`src/rtl/addsub_pkg.sv`:
```
// -----------------------------------------------------------------------------
// addsub_pkg
// Shared definitions for the digit-serial adder/subtractor:
//   - state_t   : FSM state encoding (ST_IDLE, ST_RUN, ST_DONE)
//   - SEL_ADD / SEL_SUB : operation select encodings for the sel input
//   - clog2()   : ceiling log2 used to size the digit counter
// -----------------------------------------------------------------------------
package addsub_pkg;

    typedef enum logic [1:0] {
        ST_IDLE = 2'd0,
        ST_RUN  = 2'd1,
        ST_DONE = 2'd2
    } state_t;

    localparam logic SEL_ADD = 1'b0;
    localparam logic SEL_SUB = 1'b1;

    // Floors at 1 so a single-digit configuration still gets a 1-bit counter
    // rather than a zero-width vector.
    function automatic int clog2(input int value);
        int result;
        result = 0;
        while ((1 << result) < value) begin
            result = result + 1;
        end
        if (result < 1) begin
            result = 1;
        end
        return result;
    endfunction

endpackage

```
`src/rtl/addsub_digit.sv`:
```
// -----------------------------------------------------------------------------
// addsub_digit
// Combinational DIGIT-bit ripple-carry adder slice.
// Ports:
//   a, b   (in,  DIGIT) : operand digits
//   cin    (in,  1)     : carry into bit 0
//   s      (out, DIGIT) : sum digit
//   cout   (out, 1)     : carry out of the top bit
//   c_msb  (out, 1)     : carry into the top bit (for signed overflow)
// -----------------------------------------------------------------------------
module addsub_digit #(
    parameter int DIGIT = 2
) (
    input  logic [DIGIT-1:0] a,
    input  logic [DIGIT-1:0] b,
    input  logic             cin,
    output logic [DIGIT-1:0] s,
    output logic             cout,
    output logic             c_msb
);

    // w_chain[i] is the carry into bit i; w_chain[DIGIT] is the carry out.
    logic [DIGIT:0] w_chain;

    always_comb begin
        w_chain    = '0;
        s          = '0;
        w_chain[0] = cin;
        for (int i = 0; i < DIGIT; i++) begin
            s[i]         = a[i] ^ b[i] ^ w_chain[i];
            w_chain[i+1] = (a[i] & b[i]) | (w_chain[i] & (a[i] ^ b[i]));
        end
    end

    assign cout  = w_chain[DIGIT];
    assign c_msb = w_chain[DIGIT-1];

endmodule

```
`src/rtl/addsub_serial_n.sv`:
```
// -----------------------------------------------------------------------------
// addsub_serial_n
// Digit-serial two's-complement adder/subtractor. Processes a WIDTH-bit
// operand pair DIGIT bits per clock with a registered carry, taking
// N = WIDTH/DIGIT RUN cycles per operation. Valid/ready on both sides.
// Ports:
//   clk, rst            : clock, asynchronous active-high reset
//   in_valid / in_ready : operand handshake (in_ready only in IDLE)
//   A, B (WIDTH), sel   : operands; sel=0 add, sel=1 subtract
//   out_valid/out_ready : result handshake (out_valid only in DONE)
//   S (WIDTH)           : sum/difference modulo 2^WIDTH
//   co, ov, zero        : carry out (1 = no borrow on subtract),
//                         signed overflow, S == 0
// -----------------------------------------------------------------------------
module addsub_serial_n
    import addsub_pkg::*;
#(
    parameter int WIDTH = 8,
    parameter int DIGIT = 2
) (
    input  logic             clk,
    input  logic             rst,
    input  logic             in_valid,
    output logic             in_ready,
    input  logic [WIDTH-1:0] A,
    input  logic [WIDTH-1:0] B,
    input  logic             sel,
    output logic             out_valid,
    input  logic             out_ready,
    output logic [WIDTH-1:0] S,
    output logic             co,
    output logic             ov,
    output logic             zero
);

    localparam int N     = (DIGIT >= 1) ? (WIDTH / DIGIT) : 1;
    localparam int CNT_W = clog2(N);

    generate
        if (WIDTH < 1 || DIGIT < 1 || DIGIT > WIDTH ||
            (DIGIT >= 1 && (WIDTH % DIGIT) != 0)) begin : g_badParams
            $error("addsub_serial_n: need 1 <= DIGIT <= WIDTH and WIDTH %% DIGIT == 0");
        end
    endgenerate

    state_t             r_state;
    logic [WIDTH-1:0]   r_aSh;
    logic [WIDTH-1:0]   r_bSh;
    logic [WIDTH-1:0]   r_sSh;
    logic               r_carry;
    logic [CNT_W-1:0]   r_cnt;
    logic               r_co;
    logic               r_ov;
    logic               r_zero;

    logic [DIGIT-1:0]   w_digitSum;
    logic               w_digitCout;
    logic               w_digitCmsb;
    logic [WIDTH-1:0]   w_sNext;

    addsub_digit #(
        .DIGIT (DIGIT)
    ) u_digit (
        .a     (r_aSh[DIGIT-1:0]),
        .b     (r_bSh[DIGIT-1:0]),
        .cin   (r_carry),
        .s     (w_digitSum),
        .cout  (w_digitCout),
        .c_msb (w_digitCmsb)
    );

    // Result digits enter at the top and walk down, so after N RUN cycles
    // the first (least significant) digit has reached bit 0.
    generate
        if (DIGIT == WIDTH) begin : g_singleDigit
            assign w_sNext = w_digitSum;
        end else begin : g_multiDigit
            assign w_sNext = {w_digitSum, r_sSh[WIDTH-1:DIGIT]};
        end
    endgenerate

    // Single FSM: accept latches operands (B pre-inverted on subtract, with
    // the +1 supplied as the initial carry), RUN consumes one digit per
    // cycle, and the flags are captured from the last digit's carries.
    always_ff @(posedge clk or posedge rst) begin
        if (rst) begin
            r_state <= ST_IDLE;
            r_aSh   <= '0;
            r_bSh   <= '0;
            r_sSh   <= '0;
            r_carry <= 1'b0;
            r_cnt   <= '0;
            r_co    <= 1'b0;
            r_ov    <= 1'b0;
            r_zero  <= 1'b0;
        end else begin
            unique case (r_state)
                ST_IDLE: begin
                    if (in_valid) begin
                        r_aSh   <= A;
                        r_bSh   <= B ^ {WIDTH{sel == SEL_SUB}};
                        r_carry <= (sel == SEL_SUB);
                        r_cnt   <= '0;
                        r_state <= ST_RUN;
                    end
                end
                ST_RUN: begin
                    r_sSh   <= w_sNext;
                    r_aSh   <= r_aSh >> DIGIT;
                    r_bSh   <= r_bSh >> DIGIT;
                    r_carry <= w_digitCout;
                    r_cnt   <= r_cnt + CNT_W'(1);
                    if (r_cnt == CNT_W'(N - 1)) begin
                        r_co    <= w_digitCout;
                        r_ov    <= w_digitCmsb ^ w_digitCout;
                        r_zero  <= (w_sNext == '0);
                        r_state <= ST_DONE;
                    end
                end
                ST_DONE: begin
                    if (out_ready) begin
                        r_state <= ST_IDLE;
                    end
                end
                default: begin
                    r_state <= ST_IDLE;
                end
            endcase
        end
    end

    assign in_ready  = (r_state == ST_IDLE);
    assign out_valid = (r_state == ST_DONE);
    assign S         = r_sSh;
    assign co        = r_co;
    assign ov        = r_ov;
    assign zero      = r_zero;

endmodule

```
`config.mk`:
```
export PLATFORM = sky130hd
export DESIGN_NAME = addsub_serial_n
export DESIGN_NICKNAME = d
export VERILOG_FILES = /design/src/rtl/addsub_pkg.sv /design/src/rtl/addsub_digit.sv /design/src/rtl/addsub_serial_n.sv
export SDC_FILE = /design/constraint.sdc
export NUM_CORES = 1
export LEC_CHECK = 0
export CAP_MARGIN = 30
export CORE_ASPECT_RATIO = 1.25
export CORE_MARGIN = 3
export CORE_UTILIZATION = 48
export DETAILED_ROUTE_END_ITERATION = 10
export PLACE_DENSITY = 0.76
export SYNTH_ARGS = -nofsm -noshare
export SYNTH_HDL_FRONTEND = slang
export SYNTH_SLANG_ARGS = --single-unit
```
`constraint.sdc`:
```
create_clock -name clk -period 2.4 [get_ports clk]
set_clock_uncertainty 0.1 [all_clocks]
set_input_delay 0.36 -clock clk [delete_from_list [all_inputs] [get_ports clk]]
set_output_delay 0.36 -clock clk [all_outputs]
set_load 0.02 [all_outputs]
```
==> impl_metrics.prom <==
# TYPE chip_impl_metric gauge
chip_impl_metric{name="area_overhead_of_the_layout_relative_to_synthesis",unit="%"} 27.1
chip_impl_metric{name="postCtsSetupRepairBufs",unit=""} 0
chip_impl_info{name="yosysTopAreaCell",value="sky130_fd_sc_hd__dfrtp_1"} 1
chip_impl_metric{name="wl_per_cell",unit="microns"} 15.3
chip_impl_info{name="run_status",value="finished clean"} 1
chip_impl_info{name="clock-root-buffer",value="sky130_fd_sc_hd__clkbuf_4"} 1
chip_impl_metric{name="cellInternalPower",unit="mW"} 1.44
chip_impl_metric{name="ys.warnings.count",unit=""} 0
chip_impl_metric{name="floorplan.initialDensity",unit=""} 0.521
chip_impl_metric{name="worst_slew_pin_slew",unit="ns"} 0.492
chip_impl_metric{name="power_per_cell_area",unit="nW/um^2"} 1210
chip_impl_info{name="cp_cell_sequence",value="inv_1 -> nand2_1 -> inv_1 -> clkdlybuf4s50_1"} 1
chip_impl_metric{name="port_buffer_cells",unit=""} 33
chip_impl_metric{name="initialDrtViolationCount",unit=""} 39
chip_impl_metric{name="grt_max_degree",unit=""} 33
chip_impl_metric{name="initial_antenna_violation_count",unit=""} 0
chip_impl_metric{name="detailedRoute.firstPassIterationCount",unit=""} 4
chip_impl_info{name="crit_family",value="buffers and inverters"} 1
chip_impl_metric{name="final_clock_period_utilization_by_the_worst_path",unit=""} 0.869
chip_impl_info{name="clock_tree_from_tritoncts",value="yes"} 1
chip_impl_metric{name="fmax",unit="MHz"} 479
chip_impl_metric{name="grt_remaining_overflow",unit=""} 0
chip_impl_metric{name="global_route_wire_length_before_repair",unit="mm"} 6.00
chip_impl_metric{name="synth_area_per_cell",unit="sq um"} 9.71
chip_impl_metric{name="core.rowCount",unit=""} 22
chip_impl_metric{name="power_share_of_the_combinational_group",unit=""} 0.481
chip_impl_metric{name="max_stage_delay",unit="ns"} 0.59
chip_impl_metric{name="viasPerCell",unit=""} 5.56
chip_impl_metric{name="num_antenna_cells",unit=""} 0
chip_impl_metric{name="synthCells",unit=""} 164
chip_impl_metric{name="die_width",unit="microns"} 57.5
chip_impl_metric{name="clock_latency",unit="ns"} 0.34
chip_impl_metric{name="dpl_worst_slack",unit="ns"} 0.429
chip_impl_metric{name="drc",unit=""} 0
chip_impl_metric{name="cp_max_fo",unit=""} 6
chip_impl_metric{name="floorplan.die.height",unit="microns"} 70.4
chip_impl_info{name="mostFrequentLayoutCells",value="33 x sky130_fd_sc_hd__clkdlybuf4s50_1, 32 x sky130_fd_sc_hd__dfrtp_1, 28 x sky130_fd_sc_hd__nand2_1"} 1
chip_impl_metric{name="post-dp-hpwl",unit="mm"} 2.55
chip_impl_info{name="end_kind",value="output port"} 1
chip_impl_metric{name="ys_types",unit=""} 26
chip_impl_metric{name="report.final.slew_viol_count",unit=""} 0
chip_impl_metric{name="hold_viol",unit=""} 0
chip_impl_info{name="ys_top_cells_by_area",value="sky130_fd_sc_hd__dfrtp_1 50%, sky130_fd_sc_hd__nand2_1 6.6%, sky130_fd_sc_hd__o21ai_0 5.3%"} 1
chip_impl_metric{name="synth-seq-cells",unit=""} 32
chip_impl_metric{name="drive_above_1_share",unit=""} 0.0750
chip_impl_metric{name="postRouteAntennaNets",unit=""} 0
chip_impl_metric{name="power.switching_fraction",unit=""} 0.413
chip_impl_metric{name="post_cts_hold_buffer_count",unit=""} 0
chip_impl_metric{name="ctsHtreeMaxLevel",unit=""} 2
chip_impl_info{name="critPathSlowestCell",value="sky130_fd_sc_hd__clkdlybuf4s50_1"} 1
chip_impl_metric{name="synthesis.area",unit="sq um"} 1590
chip_impl_metric{name="gpl.final_weighted_congestion",unit=""} 0.761
chip_impl_metric{name="ir_worst_vdd",unit="uV"} 727
chip_impl_metric{name="dr_total_vias",unit=""} 1312
chip_impl_info{name="grt_setup_unrepaired",value="false"} 1
chip_impl_metric{name="crit_arrival",unit="ns"} 1.63
chip_impl_info{name="cp-start-kind",value="flip-flop"} 1
chip_impl_metric{name="design.die.area",unit="sq um"} 4050
chip_impl_metric{name="power_switching",unit="mW"} 1.01
chip_impl_metric{name="power.share.clock",unit=""} 0.137
chip_impl_metric{name="ctsResizeCount",unit=""} 0
chip_impl_metric{name="static-leakage-power",unit="nW"} 0.890
chip_impl_metric{name="finalSetupViolations",unit=""} 0
chip_impl_metric{name="crit_buf_inv",unit=""} 3
chip_impl_metric{name="timing.final.crit_period",unit="ns"} 2.09
chip_impl_info{name="final_common_cell",value="sky130_fd_sc_hd__clkdlybuf4s50_1"} 1
chip_impl_metric{name="seq_power_share",unit=""} 0.382
chip_impl_metric{name="cts.sinks",unit=""} 32
chip_impl_metric{name="grt_usage",unit=""} 0.192
chip_impl_metric{name="number_of_cts_inserted_buffers",unit=""} 5
chip_impl_metric{name="floorplan.core_area",unit="sq um"} 3060
chip_impl_metric{name="cts.reportedPaths.clkPinSlew",unit="ns"} 0.11
chip_impl_metric{name="postLayoutSetupSlackWorst",unit="ns"} 0.314
chip_impl_info{name="critical_path.startpoint",value="r_state[0]$_DFFE_PP0P_"} 1
chip_impl_metric{name="design_area",unit="sq um"} 2020
chip_impl_metric{name="synth_top_area_share",unit=""} 0.503
chip_impl_metric{name="drt-total-wl",unit="mm"} 3.61
chip_impl_metric{name="fin_setup_tns",unit="ns"} 0
chip_impl_metric{name="finalNetCount",unit=""} 223
chip_impl_metric{name="timing.slew.headroom",unit=""} 0.671
chip_impl_metric{name="place_area",unit="sq um"} 1960
chip_impl_info{name="holdCritPathClass",value="input pin to async pin"} 1
chip_impl_metric{name="synth.yosys.seq_area_share",unit=""} 0.503
chip_impl_metric{name="via_count_of_the_first_global_routing_pass",unit=""} 1350
chip_impl_metric{name="pin_count",unit=""} 34
chip_impl_metric{name="cap_violations",unit=""} 0
chip_impl_info{name="cpMostUsedCell",value="sky130_fd_sc_hd__inv_1"} 1
chip_impl_info{name="worstReg2RegStart",value="r_aSh[0]$_DFFE_PP0P_"} 1
chip_impl_metric{name="synth_fp_nets",unit=""} 188
chip_impl_info{name="critical_path_class",value="flip-flop to output port"} 1
chip_impl_metric{name="timing.critical_path.required",unit="ns"} 1.94
chip_impl_metric{name="ctsLongestPathBuffers",unit=""} 2
cell type report:
class                           count  area, sq um
Clock buffer                        6         51.3
Sequential cell                    32          801
Fill cell                         258         1030
Multi-Input combinational cell    108          689
Tap cell                           36         45.0
Timing Repair Buffer               40          383
Inverter                           12         45.0
Clock inverter                      2         10.0
routing by layer:
| layer | vias up | routed length (microns) | GRT usage |
|---|---|---|---|
| met3 | 8 | 173 | 0.0499 |
| met1 | 631 | 1540 | 0.230 |
| met4 | 0 | 88 | 0.0799 |
| met5 | - | 0 | 0 |
| li1 | 637 | - | - |
| met2 | 36 | 1800 | 0.320 |
final timing paths:
kind                            depth (start not counted)  slack (ns)                    to
worst min-delay path                                    3        0.29      S[2]$_DFFE_PP0N_
worst max register to register                          5        0.50      zero$_DFFE_PP0P_
min in group clk                                        2        0.39      S[1]$_DFFE_PP0N_
max in group asynchronous                               3        1.61  r_aSh[0]$_DFFE_PP0P_
worst min register to register                          2        0.39      S[1]$_DFFE_PP0N_
worst max-delay path                                    4        0.31             out_valid
kinds of logic after synthesis:
logic type / share of synthesized area
adders and majority gates: 0.0330
and+or+nand+nor: 0.134
AOI/OAI and AO/OA: 0.216
buffers and inverters: 0.0644
xor gates and xnor gates: 0.0495
DFF: 0.503
sequential cells by signal (all words and copies together), names as in the netlist:
register  cells
co            1
ov            1
r_state       2
S             8
r_aSh         8
r_bSh         8
zero          1
r_cnt         2
r_carry       1
synth_stat cells:
cell type	n
sky130_fd_sc_hd__a22oi_1	6
sky130_fd_sc_hd__inv_1	12
sky130_fd_sc_hd__xnor2_1	7
sky130_fd_sc_hd__a22o_1	1
sky130_fd_sc_hd__or3b_1	1
sky130_fd_sc_hd__xor2_1	2
sky130_fd_sc_hd__nand2b_1	1
sky130_fd_sc_hd__nor2_1	3
sky130_fd_sc_hd__a2bb2oi_1	4
sky130_fd_sc_hd__nand4_1	1
sky130_fd_sc_hd__o21ai_0	17
sky130_fd_sc_hd__o32ai_1	6
sky130_fd_sc_hd__a21oi_1	8
sky130_fd_sc_hd__ha_1	1
sky130_fd_sc_hd__clkbuf_1	4
sky130_fd_sc_hd__nor4_1	1
sky130_fd_sc_hd__fa_1	2
sky130_fd_sc_hd__nor2b_1	10
sky130_fd_sc_hd__a221o_1	6
sky130_fd_sc_hd__nand3b_1	1
sky130_fd_sc_hd__buf_2	7
sky130_fd_sc_hd__o21bai_1	1
sky130_fd_sc_hd__dfrtp_1	32
sky130_fd_sc_hd__buf_4	1
sky130_fd_sc_hd__nand2_1	28
sky130_fd_sc_hd__a32o_1	1
metrics by stage:
stage,hold WS [ns],std cells,total power [mW],util
finish,0.291,236,2.45,0.663
detailed placement,0.371,228,2.13,0.643
global route,0.330,236,2.63,0.663
CTS,0.303,236,2.47,0.663
floorplan,0.363,164,1.70,-
global placement,0.360,228,2.07,0.643
worst reg2reg max path: cells and delay by family, from the launching register on:
family / cells / cell delay, ns
simple gates: 1 / 0.08
fa+ha+maj: 2 / 0.99
buf+inv: 1 / 0.09
compound gates: 1 / 0.20
flops: 1 / 0.36
power by group through the flow:
stage,combinational [mW],sequential (mW),clock [mW]
2_1_floorplan,0.697,1.00,0
3_3_place_gp,1.14,0.927,0
3_5_place_dp,1.19,0.941,0
4_1_cts,1.19,0.934,0.343
5_1_grt,1.30,0.964,0.362
6_report,1.18,0.935,0.334
No activity file was read; power rests on OpenSTA's default activity.
